**src/rtl/pwm_ramp_ctrl.sv**
```systemverilog
// PWM compare-end ramp sequencer sharing the PWM register bus with a host port that always has priority.
// Optional feature: define PWM_RAMP_HOST_OVERRIDE_EN so that a host write to the ramping channel aborts the ramp.
module pwm_ramp_ctrl #(
    parameter int          WIDTH        = 16,
    parameter logic [7:0]  CMP_END_BASE = 8'h10,
    parameter logic [7:0]  CMP_STRIDE   = 8'h04
) (
    input  logic             clk_i,
    input  logic             rst_n_i,
    input  logic [7:0]       host_addr_i,
    input  logic [WIDTH-1:0] host_wdata_i,
    input  logic             host_wr_en_i,
    input  logic             host_rd_en_i,
    output logic [WIDTH-1:0] host_rdata_o,
    output logic [7:0]       bus_addr_o,
    output logic [WIDTH-1:0] bus_wdata_o,
    output logic             bus_wr_en_o,
    output logic             bus_rd_en_o,
    input  logic [WIDTH-1:0] bus_rdata_i,
    input  logic             ramp_start_i,
    input  logic [2:0]       ramp_ch_i,
    input  logic [WIDTH-1:0] ramp_init_i,
    input  logic [WIDTH-1:0] ramp_target_i,
    input  logic [WIDTH-1:0] ramp_step_i,
    input  logic [WIDTH-1:0] ramp_interval_i,
    input  logic             ramp_abort_i,
    output logic             ramp_busy_o,
    output logic             ramp_done_o,
    output logic             ramp_aborted_o,
    output logic [WIDTH-1:0] ramp_cur_o
);

    typedef enum logic [2:0] {IDLE, WRITE, WAIT, CALC, DONE} state_t;

    state_t           state;
    logic [2:0]       ch;
    logic [WIDTH-1:0] cur, target, step, interval, cnt;
    logic             up;

    logic             host_act, override_hit, abort_req, wr_fire;
    logic [7:0]       ramp_addr;
    logic [WIDTH:0]   sum, diff;
    logic [WIDTH-1:0] cur_nxt;

    assign host_act  = host_wr_en_i | host_rd_en_i;
    assign ramp_addr = 8'(CMP_END_BASE + {5'd0, ch} * CMP_STRIDE);

`ifdef PWM_RAMP_HOST_OVERRIDE_EN
    assign override_hit = host_wr_en_i && (host_addr_i == ramp_addr) && (state != IDLE);
`else
    assign override_hit = 1'b0;
`endif

    assign abort_req = (ramp_abort_i | override_hit) && (state != IDLE);
    // Ramp write is dropped in the abort cycle so nothing escapes after an abort request.
    assign wr_fire   = (state == WRITE) && !host_act && !abort_req;

    assign host_rdata_o = bus_rdata_i;
    assign bus_wr_en_o  = host_act ? host_wr_en_i : wr_fire;
    assign bus_rd_en_o  = host_act ? host_rd_en_i : 1'b0;
    assign bus_addr_o   = host_act ? host_addr_i  : (wr_fire ? ramp_addr : 8'd0);
    assign bus_wdata_o  = host_act ? host_wdata_i : (wr_fire ? cur : '0);

    // Saturating step computed one bit wide so neither direction can wrap.
    always_comb begin
        sum     = {1'b0, cur} + {1'b0, step};
        diff    = {1'b0, cur} - {1'b0, step};
        cur_nxt = target;
        if (step != '0) begin
            if (up)
                cur_nxt = (sum > {1'b0, target}) ? target : sum[WIDTH-1:0];
            else
                cur_nxt = (diff[WIDTH] || diff[WIDTH-1:0] < target) ? target : diff[WIDTH-1:0];
        end
    end

    always_ff @(posedge clk_i or negedge rst_n_i) begin
        if (!rst_n_i) begin
            state          <= IDLE;
            ch             <= '0;
            cur            <= '0;
            target         <= '0;
            step           <= '0;
            interval       <= '0;
            cnt            <= '0;
            up             <= 1'b0;
            ramp_busy_o    <= 1'b0;
            ramp_done_o    <= 1'b0;
            ramp_aborted_o <= 1'b0;
            ramp_cur_o     <= '0;
        end else begin
            ramp_done_o    <= 1'b0;
            ramp_aborted_o <= 1'b0;
            if (wr_fire)
                ramp_cur_o <= cur;
            if (abort_req) begin
                state          <= IDLE;
                ramp_busy_o    <= 1'b0;
                ramp_aborted_o <= 1'b1;
            end else begin
                case (state)
                    IDLE: if (ramp_start_i) begin
                        ch          <= ramp_ch_i;
                        cur         <= ramp_init_i;
                        target      <= ramp_target_i;
                        step        <= ramp_step_i;
                        interval    <= ramp_interval_i;
                        up          <= ramp_target_i >= ramp_init_i;
                        ramp_busy_o <= 1'b1;
                        state       <= WRITE;
                    end
                    WRITE: if (wr_fire) begin
                        if (cur == target) begin
                            state       <= DONE;
                            ramp_done_o <= 1'b1;
                        end else begin
                            state <= WAIT;
                            cnt   <= (interval == '0) ? WIDTH'(1) : interval;
                        end
                    end
                    WAIT: begin
                        if (cnt == WIDTH'(1)) state <= CALC;
                        else                  cnt   <= cnt - WIDTH'(1);
                    end
                    CALC: begin
                        cur   <= cur_nxt;
                        state <= WRITE;
                    end
                    DONE: begin
                        ramp_busy_o <= 1'b0;
                        state       <= IDLE;
                    end
                    default: begin
                        ramp_busy_o <= 1'b0;
                        state       <= IDLE;
                    end
                endcase
            end
        end
    end

endmodule

```
**config.mk**
```make
export PLATFORM = sky130hd
export DESIGN_NAME = pwm_ramp_ctrl
export DESIGN_NICKNAME = d
export VERILOG_FILES = /design/src/rtl/pwm_ramp_ctrl.sv
export SDC_FILE = /design/constraint.sdc
export NUM_CORES = 1
export LEC_CHECK = 0
export BUFFER_PORTS_ARGS = -buffer_cell sky130_fd_sc_hd__clkbuf_2
export CELL_PAD_IN_SITES_DETAIL_PLACEMENT = 0
export CELL_PAD_IN_SITES_GLOBAL_PLACEMENT = 1
export CORE_UTILIZATION = 42
export DETAILED_ROUTE_END_ITERATION = 8
export GPL_TIMING_DRIVEN = 0
export PLACE_DENSITY_LB_ADDON = 0.1
export SLEW_MARGIN = 40
export SYNTH_ARGS = -nofsm -noshare
export SYNTH_HDL_FRONTEND = slang
export SYNTH_SLANG_ARGS = --single-unit
```
**constraint.sdc**
```tcl
create_clock -name clk_i -period 6.1 [get_ports clk_i]
set_clock_uncertainty 0.2 [all_clocks]
set_input_delay 1.22 -clock clk_i [delete_from_list [all_inputs] [get_ports clk_i]]
set_output_delay 1.22 -clock clk_i [all_outputs]
set_load 0.01 [all_outputs]
```
# ---- Word level (Yosys, flattened, before mapping)
# Index checks and enable logic that the tools add are counted.
dict set report totals {
  reg_bits 106
  latchBits 0
  mem_bits_rw 0
  mem_bits_ro 0
  inputBits 113
  out_inout_bits 61
  wordCells 83
  mem_count 0
}
dict set report classes {
  add_sub_neg 4
  n_mul 0
  n_div 0
  order_cmp 3
  eq_ne 13
  shift 0
  mux 31
  bitwise_logic 2
  n_reduce_logical 18
}
# cell count
set op_table {}
lappend op_table {{$mux 16} 11}
lappend op_table {{$pmux 16 s2} 2}
lappend op_table {{$add 16x16->17} 1}
lappend op_table {{$gt 17x16->1} 1}
lappend op_table {{$sub 16x16->17} 1}
lappend op_table {{$eq 16x1->1 const B} 1}
lappend op_table {{$eq 16x16->1} 1}
lappend op_table {{$ge 16x16->1} 1}
lappend op_table {{$logic_not 16->1} 1}
lappend op_table {{$lt 16x16->1} 1}
lappend op_table {{$reduce_bool 16->1} 1}
lappend op_table {{$sub 16x1->16 const B} 1}
lappend op_table {{$mux 3} 5}
lappend op_table {{$pmux 3 s4} 1}
lappend op_table {{$mux 1} 9}
lappend op_table {{$ne 3x3->1 const B} 3}
lappend op_table {{$reduce_and 3->1} 3}
lappend op_table {{$mux 8} 1}
lappend op_table {{$ne 2x2->1 const B} 4}
lappend op_table {{$add 5x5->6 const A} 1}
lappend op_table {{$eq 3x2->1 const B} 2}
lappend op_table {{$mux 6} 1}
lappend op_table {{$reduce_and 5->1} 1}
lappend op_table {{$reduce_bool 2->1} 2}
lappend op_table {{12 further kinds} 15}

# ---- Logic depth before layout (Yosys ltp)
# Gate-level depths: netlist (run 1).
dict set report depth {
  depth_word 7
  ltp_mapped 21
  ltp_nobuf 19
}

# ---- Worst setup path before layout (run 1)
# OpenSTA, ideal clock, no wires.
dict set report synth_timing {
  path_type {register to register}
  from {register cur[2]}
  to {register cur[12]}
  setup_ns 0.131
  arrival_ns 3.992
  t_required_ns 5.769
  setup_slack_ns 1.776
  path_stages_with_launch 20
  path_buffers 1
  synth_period_minus_slack_ns 4.324
  cell_sequence {dfrtp_1 ha_1 buf_6 or2b_2 o311ai_0 a21oi_1 a221oi_1 o21bai_1 a21oi_1 xnor2_1 inv_1 ha_1 nand4_1 nor2_1 a2111o_1 o32ai_4 o2111ai_2 and2_1 o211ai_1 nand3_1}
}
dict set report synth_between {
  elab_chain_len 7
  word_cells_on_any_way 10
  cone_classes {add/sub (2); order compare (2); mux (5); reduce/logical (1)}
}
# element line
set synth_lines {}
lappend synth_lines {{from (decl)} 37} ;# logic [WIDTH-1:0] cur, target, step, interval, cnt;
lappend synth_lines {{from (signal assigned)} 104} ;# cur <= ramp_init_i;
lappend synth_lines {{from (signal assigned)} 126} ;# cur <= cur_nxt;
lappend synth_lines {{$sub 16x16->17} 67} ;# diff = {1'b0, cur} - {1'b0, step};
lappend synth_lines {{$lt 16x16->1} 73} ;# cur_nxt = (diff[WIDTH] || diff[WIDTH-1:0] < target) ? target : diff[WIDTH-1:0];
lappend synth_lines {{$logic_or 1x1->1} 73}
lappend synth_lines {{$mux 16} 73}
lappend synth_lines {{$mux 16 (*)} 70} ;# if (up)
lappend synth_lines {{$mux 16 (*)} 69} ;# if (step != '0) begin
lappend synth_lines {{$pmux 16 s2 (*)} 101} ;# case (state)
# Every way passes the cells marked *; elsewhere a longest branch is shown, timed or not.
# A chain may end at the register's enable or synchronous reset.

# ---- Worst setup path after layout (run 1)
dict set report layout_timing {
  from {register cur[0]}
  to {register cur[6]}
}
# The elaborated chain is that of the path after synthesis.

==> impl_metrics.tcl, run 1 <==
set metrics [dict create \
    post_cts_buffers 0 \
    synthCells 1011 \
    num_rows 51 \
    crit_required_ns 6.18 \
    start_util 0.430 \
    h-tree-depth 3 \
    yosys-top-cells-count "142 x nand2_1, 106 x dfrtp_1, 83 x o21ai_0" \
    drv_slew 0 \
    synth_top_flop_cell "dfrtp_1" \
    finalWeightedCongestion 0.883 \
    cts_buffers 9 \
    ir_worst_vdd_uv 324 \
    holdBufCountCts 0 \
    grt_max_degree 43 \
    vias_per_cell 5.51 \
    path_class "register to register" \
    drc_errors 0 \
    synth_edf_count 0 \
    fmax_mhz 174 \
    grt_use_met1 0.389 \
    n_fill_cell 1991 \
    die_y_um 144 \
    hold_start "ramp_cur_o[6]$_DFFE_PN0P_" \
    layout_min_cycle_time_ns 5.74 \
    dr.pass1.iters 5 \
    met3_usage 0.0367 \
    finalHoldViolations 0 \
    yosysMostFrequentCell "nand2_1" \
    die-area_sq_um 20600 \
    ys_types 70 \
    cts_root_buf "clkbuf_16" \
    syn_nets 1207 \
    fp.dieW_um 144 \
    period_share 0.941 \
    cp-end-kind "register" \
    fin_area_sq_um 9950 \
    syn_to_final_growth_pct 17.9 \
    drive_above_1_share 0.207 \
    cts_buffer_depth 2 \
    final_antenna_net_count 0 \
    p_leak_nw 4.79 \
    finalSetupViolCount 0 \
    synthDominantCellAreaShare 0.315 \
    drv_cap 0 \
    ios 174 \
    syn-cell-area_sq_um 8430 \
    synth.avg_cell_area_sq_um 8.34 \
    holdWs_ns 0.276 \
    grt_pass1_wl_um 42000 \
    path_max_fanout 8 \
    core_sq_um 19600 \
    relSlewSlack 0.452 \
    power.share.combinational 0.691 \
    yosysWarningCount 0 \
    rsz0062_at_grt "no" \
    grt.total_usage 0.272 \
    clkTransAtPathRegs_ns 0.08 \
    cts.sinks 106 \
    dp_hpwl_um 21600 \
    holdCritPathClass "register to register" \
    dpl-instance-area_sq_um 9600 \
    clock_latency_ns 0.37 \
    worst_pin_slew_ns 0.819 \
    met2_usage 0.434 \
    status "completed" \
    switchingPower_mw 3.56 \
    crit_start "cur[0]$_DFFE_PN0P_" \
    final_nets 1377 \
    cts_tree "yes" \
    yosys_register_bits 106 \
    antenna_found_initial 0 \
    drt_wl_total_um 27300 \
    port_buffers 157 \
    synth_seq_area_share 0.315 \
    switching_share 0.518 \
    drt-wirelength-per-cell_um 18.8 \
    synthTopCellsByArea "dfrtp_1 31%, ha_1 12%, nand2_1 6.3%, o21ai_0 4.9%, a21oi_1 4.5%" \
    cts_resized 0 \
    async_flop_share 1.00 \
    seqPwrFrac 0.208 \
    grt_pass1_vias 7397 \
    clockPowerShare 0.101 \
    cellInternalPower_mw 3.31 \
    grt_busiest_layer "met2" \
    critPathLaunchType "register" \
    vias 7993 \
    cp.arrival_ns 5.82 \
    yosysTopAreaCell "dfrtp_1" \
    tns_ns 0 \
    insertedDiodeCount 0 \
    r2r-start "cur[0]$_DFFE_PN0P_" \
    drtIter0Drc 509 \
    grt-ovfl-total 0 \
    power.density_nw_per_um2 691 \
]
[worst paths after layout]
kind / endpoint / slack (ns) / depth (start not counted)
setup / recovery: cur[6]$_DFFE_PN0P_ / 0.36 / 19
hold / removal: ramp_cur_o[6]$_DFFE_PN0P_ / 0.28 / 2
setup reg to reg: cur[6]$_DFFE_PN0P_ / 0.36 / 19
hold reg to reg: ramp_cur_o[6]$_DFFE_PN0P_ / 0.28 / 2
max in group asynchronous: state[0]$_DFFE_PN0P_ / 4.37 / 3
min in group asynchronous: ramp_cur_o[13]$_DFFE_PN0P_ / 0.55 / 1
[logic make-up (layout without fill, tap and decap cells)]
group           count (synthesis)  count (layout)  synth area share
buf+inv                       138             313            0.0786
simple gates                  335             335             0.184
compound gates                282             282             0.221
flops                         106             106             0.315
xor+xnor                       40              40            0.0415
mux                            27              27            0.0353
fa+ha+maj                      83              83             0.125
[per-layer routing]
layer | part of all wire | vias to the layer above | wire length [um]
met3 | 0.050 | 24 | 1370
met5 | 0 | - | 0
met4 | 0.012 | 0 | 329
met1 | 0.48 | 3809 | 13100
li1 | - | 3909 | -
met2 | 0.46 | 251 | 12500
[cell usage in the layout, fill, tap and decap left out, types with 14 or more instances in the layout]
cell and instances:
a211oi_1 19, a21oi_1 76, buf_4 17, clkbuf_1 39, clkbuf_2 156, dfrtp_1 106
ha_1 81, inv_1 71, mux2_2 22, nand2_1 142, nand2b_1 16, nand3_1 16
nor2_1 58, nor3_1 43, nor4_1 14, o21ai_0 83, xnor2_1 18, xor2_1 22
[power groups by stage]
stage                     combinational (mW)  clock, mW  sequential [mW]
after CTS                               4.71      0.708             1.43
final                                   4.75      0.692             1.43
after global placement                  4.65          0             1.44
after floorplan                         3.42          0             1.31
after detailed placement                4.69          0             1.44
after global routing                    5.27      0.732             1.47
[area by class of cell]
class | count | area [sq um] | share of cell area
inverter | 71 | 267 | 0.0268
multi-input combinational | 767 | 5120 | 0.515
clock buffer | 10 | 239 | 0.0240
timing repair buffer | 159 | 835 | 0.0839
buffer | 67 | 397 | 0.0399
sequential | 106 | 2650 | 0.267
tap | 265 | 332 | 0.0333
clock inverter | 6 | 108 | 0.0108
[worst max-delay path: stages, from the launching register on]
cell and delay [ns]:
dfrtp_1 0.47, inv_1 0.14, ha_1 0.19, inv_1 0.06, fa_1 0.43, a211oi_1 0.38, o21ai_0 0.32, a2111o_1 0.47
a31o_2 0.24, a21oi_1 0.17, xnor2_1 0.13, ha_1 0.30, nand2_1 0.05, nor2_1 0.17, o211ai_1 0.11, o21ai_0 0.35
nand2_1 0.33, nor2_1 0.72, a221oi_1 0.20, a31oi_1 0.23
[registers in the layout (all words and copies together) (netlist names), 3 cells and up]
| name | count |
|---|---|
| target | 16 |
| ch | 3 |
| cnt | 16 |
| interval | 16 |
| state | 3 |
| step | 16 |
| cur | 16 |
| ramp_cur_o | 16 |
[stage by stage]
| stage | power (mW) | cells | worst slack, ns | utilization |
|---|---|---|---|---|
| 6_report | 6.88 | 1451 | 0.358 | 0.508 |
| 5_1_grt | 7.47 | 1451 | 0.208 | 0.508 |
| 4_1_cts | 6.85 | 1451 | 0.458 | 0.508 |
| 3_5_place_dp | 6.12 | 1435 | 0.513 | 0.490 |
| 3_3_place_gp | 6.09 | 1433 | 0.428 | 0.488 |
| 2_1_floorplan | 4.73 | 1011 | 1.78 | - |
Power figures use the tool's default switching activity.
==> run 2, diff against run 1 <==
Settings changed: MAX_ROUTING_LAYER set to met4, SKIP_CTS_REPAIR_TIMING set to 1.
==> run 2 against run 1 <==
Sequential power hardly changed. Die area unchanged. Final cell count barely moved. Non-clock buffer count stayed put. Flip-flop and latch count is the same. Setup slack worse by 0.041 ns. Global-route usage increased by 1.2 points. Worst hold slack worse by 0.0014 ns. Maximum frequency fell by 0.71%. Largest power group unchanged.
==> impl_metrics.tcl, run 2 (synthesis results as in run 1) <==
set metrics [dict create \
    status "completed" \
    fin_util 0.508 \
    grt.total_usage 0.284 \
    critPathLaunchType "register" \
    switchingPower_mw 3.59 \
    syn_to_final_growth_pct 17.9 \
    tns_ns 0 \
    cp_slowest_cell "nor2_1" \
    clkTransAtPathRegs_ns 0.08 \
    grt-ovfl-total 0 \
    path_class "register to register" \
    crit_required_ns 6.19 \
    final_antenna_net_count 0 \
    grt_pass1_wl_um 42500 \
    relSlewSlack 0.401 \
    finalWeightedCongestion 0.888 \
    holdWs_ns 0.275 \
    h-tree-depth 3 \
    drtIter0Drc 498 \
    drt_wl_total_um 27600 \
    start_util 0.430 \
    cp-end-kind "register" \
    path_max_fanout 8 \
    die_y_um 144 \
    port_buffers 157 \
    rsz0062_at_grt "no" \
    fin_total_pwr_mw 6.90 \
    final_common_cell "clkbuf_2" \
    final_nets 1377 \
    p_leak_nw 4.79 \
    switching_share 0.519 \
    num_rows 51 \
    fmax_mhz 173 \
    seqPwrFrac 0.207 \
    ir_worst_vdd_uv 345 \
    dp_hpwl_um 21700 \
    n_fill_cell 1984 \
    ios 174 \
    period_share 0.948 \
    cellInternalPower_mw 3.32 \
    vias_per_cell 5.60 \
    finalSetupViolCount 0 \
    drive_above_1_share 0.207 \
    cts_buffers 9 \
    drc_errors 0 \
    cts.sinks 106 \
    most-common-layout-cells "156 x clkbuf_2, 142 x nand2_1, 106 x dfrtp_1" \
    fp.dieW_um 144 \
    core_sq_um 19600 \
    grt_pass1_vias 7563 \
    worst_pin_slew_ns 0.896 \
    holdCritPathClass "register to register" \
    clockPowerShare 0.100 \
    drv_cap 0 \
    antenna_found_initial 0 \
    crit_chain "inv_1 -> ha_1 -> inv_1 -> fa_1 -> a211oi_1 -> o21ai_0 -> a2111o_1 -> a31o_2 -> a21oi_1 -> xnor2_1 -> ha_1 -> nand2_1 -> nor2_1 -> o211ai_1 -> o21ai_0 -> nand2_1 -> nor2_1 -> a311oi_1 -> a21oi_1" \
    finalHoldViolations 0 \
    clock_latency_ns 0.37 \
    cts_buffer_depth 2 \
    drt-wirelength-per-cell_um 19.0 \
    cts_root_buf "clkbuf_16" \
    vias 8126 \
    cts_tree "yes" \
    grt_max_degree 43 \
    layout_min_cycle_time_ns 5.78 \
    drv_slew 0 \
    power.share.combinational 0.693 \
    die-area_sq_um 20600 \
    power.density_nw_per_um2 694 \
    cp.arrival_ns 5.87 \
    max_stage_delay_ns 0.77 \
    dr.pass1.iters 5 \
]
## run 2: changes by cell type in the layout (fill, tap and decap cells not counted), sizes merged
| cell | previous run | this run |
|---|---|---|
| diode | 0 | 1 |
## run 2: routing by layer
layer | up-vias | track usage | wire length, um
li1 | 3916 | - | -
met1 | 3886 | 0.385 | 13000
met2 | 291 | 0.430 | 12300
met3 | 33 | 0.0453 | 1690
met4 | 0 | 0.0963 | 608
met5 | - | - | 0
## run 2: power groups by stage
stage	sequential [mW]	combinational (mW)	clock, mW
6_report	1.43	4.78	0.689
5_1_grt	1.47	5.28	0.724
4_1_cts	1.43	4.73	0.700
3_5_place_dp	1.44	4.70	0
3_3_place_gp	1.44	4.66	0
2_1_floorplan	1.31	3.42	0
## run 2: final timing paths
path                                            from  cells after the start  slack [ns]                          to
max in group asynchronous                    rst_n_i                      3        4.37        state[0]$_DFFE_PN0P_
min in group asynchronous                    rst_n_i                      1        0.55  ramp_cur_o[13]$_DFFE_PN0P_
hold reg to reg            ramp_cur_o[2]$_DFFE_PN0P_                      2        0.27   ramp_cur_o[2]$_DFFE_PN0P_
setup reg to reg                  cur[0]$_DFFE_PN0P_                     19        0.32         cur[14]$_DFFE_PN0P_
setup / recovery                  cur[0]$_DFFE_PN0P_                     19        0.32         cur[14]$_DFFE_PN0P_
hold / removal             ramp_cur_o[2]$_DFFE_PN0P_                      2        0.27   ramp_cur_o[2]$_DFFE_PN0P_
## run 2: cell type report
cell class / count / area, sq um / share of cell area
Multi-Input combinational cell: 767 / 5120 / 0.515
Sequential cell: 106 / 2650 / 0.267
Inverter: 71 / 267 / 0.0268
Buffer: 67 / 397 / 0.0399
Timing Repair Buffer: 159 / 835 / 0.0839
Tap cell: 265 / 332 / 0.0333
Antenna cell: 1 / 2.50 / 0.000252
Clock inverter: 6 / 105 / 0.0106
Clock buffer: 10 / 239 / 0.0240
## run 2: critical path: cells and delay by family (launching register included)
kind / cells / cell delay [ns]
compound gates: 9 / 2.49
simple gates: 4 / 1.33
fa+ha+maj: 3 / 0.92
flops: 1 / 0.45
buf+inv: 2 / 0.19
xor+xnor: 1 / 0.13
## run 2: stage by stage
stage               setup slack (ns)  std cells  instance area [sq um]
finish                         0.317       1452                   9950
global route                  0.0352       1451                   9940
CTS                            0.415       1451                   9940
detailed placement             0.453       1435                   9600
global placement               0.451       1433                   9550
floorplan                       1.78       1011                   8430
